$ cat src/rtl/audio_clock_nco.sv
`default_nettype none
// ============================================================================
// Module      : audio_clock_nco
// Description : Phase-accumulating NCO producing the audio sample clock, a
//               one-cycle sample strobe and a divided frame strobe.
// Revision    : 1.0 - initial release
// ============================================================================
module audio_clock_nco #(
    parameter int          ACC_WIDTH   = 32,
    parameter int unsigned DEFAULT_INC = 4123168,
    parameter int          DIV_WIDTH   = 8
) (
    input  logic                 clk,
    input  logic                 reset,
    input  logic                 enable,
    input  logic [ACC_WIDTH-1:0] inc_in,
    input  logic                 inc_valid,
    output logic                 inc_ready,
    input  logic [DIV_WIDTH-1:0] frame_div,
    output logic [ACC_WIDTH-1:0] phase,
    output logic                 audio_clock,
    output logic                 sample_tick,
    output logic                 frame_tick,
    output logic                 inc_pending
);

    localparam int                   c_msb         = ACC_WIDTH - 1;
    localparam logic [ACC_WIDTH-1:0] c_default_inc = ACC_WIDTH'(DEFAULT_INC);
    localparam logic [DIV_WIDTH-1:0] c_div_one     = DIV_WIDTH'(1);

    logic [ACC_WIDTH-1:0] r_phase;
    logic [ACC_WIDTH-1:0] r_active_inc;
    logic [ACC_WIDTH-1:0] r_pending_inc;
    logic                 r_inc_pending;
    logic                 r_sample_tick;
    logic                 r_frame_tick;
    logic [DIV_WIDTH-1:0] r_frame_cnt;

    logic [ACC_WIDTH:0]   w_sum;
    logic                 w_wrap;
    logic                 w_rise;
    logic                 w_accept;
    logic                 w_apply;
    logic                 w_frame_hit;

    // One extra bit so the carry out of the accumulator is the wrap flag.
    assign w_sum    = {1'b0, r_phase} + {1'b0, r_active_inc};
    assign w_wrap   = enable & w_sum[ACC_WIDTH];
    assign w_rise   = enable & ~r_phase[c_msb] & w_sum[c_msb];
    assign w_accept = inc_valid & ~r_inc_pending;

    // A zero increment never wraps, so it would otherwise lock out any update.
    assign w_apply  = r_inc_pending & (w_wrap | (r_active_inc == '0));

    // Compare with >= so shrinking frame_div at runtime still terminates.
    assign w_frame_hit = (frame_div <= c_div_one) ||
                         (r_frame_cnt >= (frame_div - c_div_one));

    always_ff @(posedge clk or posedge reset) begin
        if (reset) begin
            r_phase       <= '0;
            r_active_inc  <= c_default_inc;
            r_pending_inc <= '0;
            r_inc_pending <= 1'b0;
        end else begin
            if (enable) begin
                r_phase <= w_sum[ACC_WIDTH-1:0];
            end
            if (w_apply) begin
                r_active_inc  <= r_pending_inc;
                r_inc_pending <= 1'b0;
            end else if (w_accept) begin
                r_pending_inc <= inc_in;
                r_inc_pending <= 1'b1;
            end
        end
    end

    always_ff @(posedge clk or posedge reset) begin
        if (reset) begin
            r_sample_tick <= 1'b0;
            r_frame_tick  <= 1'b0;
            r_frame_cnt   <= '0;
        end else begin
            r_sample_tick <= w_rise;
            r_frame_tick  <= w_rise & w_frame_hit;
            if (w_rise) begin
                if (w_frame_hit) begin
                    r_frame_cnt <= '0;
                end else begin
                    r_frame_cnt <= r_frame_cnt + c_div_one;
                end
            end
        end
    end

    assign phase       = r_phase;
    assign audio_clock = r_phase[c_msb];
    assign sample_tick = r_sample_tick;
    assign frame_tick  = r_frame_tick;
    assign inc_pending = r_inc_pending;
    assign inc_ready   = ~r_inc_pending;

endmodule
`default_nettype wire
$ cat config.mk
export PLATFORM = sky130hd
export DESIGN_NAME = audio_clock_nco
export DESIGN_NICKNAME = d
export VERILOG_FILES = /design/src/rtl/audio_clock_nco.sv
export SDC_FILE = /design/constraint.sdc
export NUM_CORES = 1
export LEC_CHECK = 0
export ABC_AREA = 1
export CORE_ASPECT_RATIO = 1.4
export CORE_MARGIN = 1
export CORE_UTILIZATION = 56
export CTS_CLUSTER_SIZE = 8
export DETAILED_ROUTE_END_ITERATION = 7
export GPL_ROUTABILITY_DRIVEN = 0
export PLACE_DENSITY = 0.87
export SETUP_SLACK_MARGIN = 0.2
export SLEW_MARGIN = 5
export SYNTH_ARGS = -nofsm -noshare
export SYNTH_HDL_FRONTEND = slang
export SYNTH_SLANG_ARGS = --single-unit
$ cat constraint.sdc
create_clock -name clk -period 6.6 [get_ports clk]
set_input_delay 0.99 -clock clk [delete_from_list [all_inputs] [get_ports clk]]
set_output_delay 0.99 -clock clk [all_outputs]
set_load 0.05 [all_outputs]
==> results.md <==
* Die Y at 133 um
* Cell with the most instances after synthesis: nand2_1
* Worst-Skew Late Latency at 0.36 ns
* CP max FO at 9
* Die width at 95.4 um
* Post-synth cell types at 34
* WHS at 0.480 ns
* VDD IR-drop max at 0.000316 V
* DRT iter0 DRCs at 528
* P&R area growth vs syn at 17.5%
* Remaining global-route overflow at 0
* Input/output buffers at 80
* R2R cell count at 15
* Leak at 4.13 nW
* Root Buffer: clkbuf_16
* Ys Warns at 0
* Outcome: finished clean
* Final Critical Period at 3.35 ns
* Synth top area cells: dfrtp_1 (35%), nand2_1 (19%), ha_1 (7.9%)
* CP arrival at 3.64 ns
* Post-synth EDFFs at 0
* Avg Cell Area, Syn at 7.55 um2
* Detailed Routing Iterations Pass 1 at 5
* Vias in the first global route at 6068
* Pwr dens at 523 nW/um2
* HP Start: r_active_inc[13]
* Mapped cell area at 6840 um2
* CTS tree: yes
* Worst setup margin at 3.25 ns
* Post-synth top flop: dfrtp_1
* Post-route setup TNS at 0 ns
* # fillers at 996
* Dpl hpwl at 12.0 mm
* RR Endpoint: r_active_inc[30]
* Via count at 6216
* Period utilisation layout at 50.7%
* I/O Pins at 81
* Post-CTS sizing at 0
* Initial antenna violation count at 0
* RSZ-0062 raised after global routing: false
* Top cell type by total area after synthesis: dfrtp_1
* Core Area at 11900 um2
* Setup crit end kind: register
* Final Hold Fails at 0
* CP cell instances: clkdlybuf4s50_1 > inv_1 > ha_1 > nand2_1 > nor3_1 > xor2_1 > inv_1 > ha_1 > nand2_1 > nor2_1 > a211oi_1 > nand4_1 > nor2_1 > nand3_1 > nand2_1
* CTS Hold Buffers Added at 0
* Final setup skew at 0.00815 ns
* Largest net degree at the start of global routing at 82
* Final ANT Viol Nets at 0
* Cell area after layout at 8040 um2
* First-pass GRT wire length at 27.0 mm
* Most frequent CP cell: nand2_1
* Worst-margin pin slew at 0.965 ns
* Remaining DRCs at 0
* Clock transition at path regs at 0.07 ns
* CP delay by family, top: simple AND/OR/NAND/NOR gates
* Post-Syn Nets at 994
* Post-layout util at 67.7%
* Setup Crit Path Kind: input pin to register
* R2r startpoint: phase[0]
* Register-to-register setup slack at 3.87 ns
* Die ar. at 12700 um2
* Total Power at 4.20 mW
* Hold crit path type: register to register
* Non-filler instance count after layout at 1134
* Setup bufs post-CTS at 0
* Synth cell count leaders: nand2_1 (338), dfrtp_1 (96), inv_1 (90)
* Max-slew violation count at 0
* Clock buffer depth at 2
* Sequential fraction of the synthesis area at 39.3%
* Htree depth at 3
* Req. time, crit path at 6.89 ns
* WL final at 15.8 mm
* Hold Crit Depth at 2
* Nets at 1070
* CP bufs+invs at 3
* ANT cells at 0
* Worst slew margin at 35.7%
* Max incr delay on CP at 0.43 ns
* Total track usage at 27.1%
* Pre-CTS WS at 2.86 ns
* Endpoints failing setup at 0
* Hold EP: r_active_inc[13]
* Clock buffer count from CTS at 9
* CTS Sinks at 107
* Ys async rst share at 100%
* Row Count at 47
* Slowest stage cell, crit path: clkdlybuf4s50_1
* Placed cell area at 7740 um2
* Synth Register Bits at 107
* FMAX at 299 MHz
* Avg WL per Cell at 13.9 um
* Max cap viols at 0
* Post-Synthesis Cells at 906
* Share of layout cells above drive strength 1 at 8.31%
* CP Launch Type: input pin
* Top cell type's share of synthesized area at 35.1%
* Starting Density at 57.6%
* Dpl cells at 1118
* DR vias/cell at 5.48
## sequential cells by signal, summed over array words and instances (netlist names)
name,cells
frame_tick,1
inc_pending,1
phase,32
r_active_inc,32
r_frame_cnt,8
r_pending_inc,32
sample_tick,1
## worst reg2reg max path, stage by stage (launching register included)
cell	delay, ns
dfrtp_1	0.41
ha_1	0.25
fa_1	0.40
nand2_1	0.11
nand2_1	0.11
nand3_1	0.11
nand2_2	0.09
nand2_1	0.08
nand2_2	0.08
nand2_1	0.07
nand2_1	0.07
nand2_1	0.10
nand2_4	0.22
nand2_4	0.37
nand2_1	0.12
nand2_1	0.07
## worst max path at each step
stage / start / endpoint / slack [ns] / cells past startpoint
floorplan: reset / frame_tick / 2.81 / 1
global placement: frame_div[0] / r_frame_cnt[6] / 3.00 / 15
detailed placement: frame_div[0] / r_frame_cnt[6] / 2.86 / 15
CTS: frame_div[0] / r_frame_cnt[6] / 3.22 / 15
global route: frame_div[0] / r_frame_cnt[3] / 2.92 / 15
finish: frame_div[0] / r_frame_cnt[6] / 3.25 / 15
## layout by cell type (no fill, tap or decap), drive strengths merged, types with 6 or more instances in the layout
cell type and n:
nor4 9, mux2 32, nor3 8, o21bai 9, clkbuf 9, ha 43, nand2 346, xnor2 18
nand3 77, a21oi 31, o21ai 16, nor2 64, dfstp 11, nand4 9, inv 94, dfrtp 96
clkdlybuf4s50 80, nand3b 6, or2 6
## cell families after synthesis
family / Yosys count / synth area share (%)
flip-flops: 107 / 39.3
XOR/XNOR: 23 / 2.94
AND/OR/NAND/NOR: 530 / 32.8
adder cells (fa/ha/maj): 44 / 8.16
buffers and inverters: 111 / 6.75
AO/OA/AOI/OAI: 59 / 4.76
multiplexers: 32 / 5.27
## layout make-up
cell class / instances / area, um2 / area share (%)
multi-input combinational: 688 / 3690 / 45.9
sequential: 107 / 2690 / 33.5
timing repair buffer: 85 / 838 / 10.4
inverter: 91 / 344 / 4.28
clock buffer: 9 / 225 / 2.80
tap: 147 / 184 / 2.29
clock inverter: 7 / 66.3 / 0.825
## power breakdown
group / total (mW) / internal, mW / switching [mW] / leakage (nW)
Sequential: 1.24 / 0.978 / 0.261 / 1.30
Combinational: 2.43 / 0.893 / 1.54 / 2.69
Clock: 0.533 / 0.266 / 0.267 / 0.142
Total: 4.20 / 2.14 / 2.06 / 4.13
## routing by layer
layer  up-vias  GRT usage (%)  part of all wire, %  routed length, um
li1       3067              -                    -                  -
met1      2873           32.7                   41               6410
met2       219           46.0                   51               8010
met3        57           4.48                  4.4                701
met4         0           13.6                  4.1                641
met5         -              0                    0                  0
Note: power is estimated with default switching activity, not from simulation.
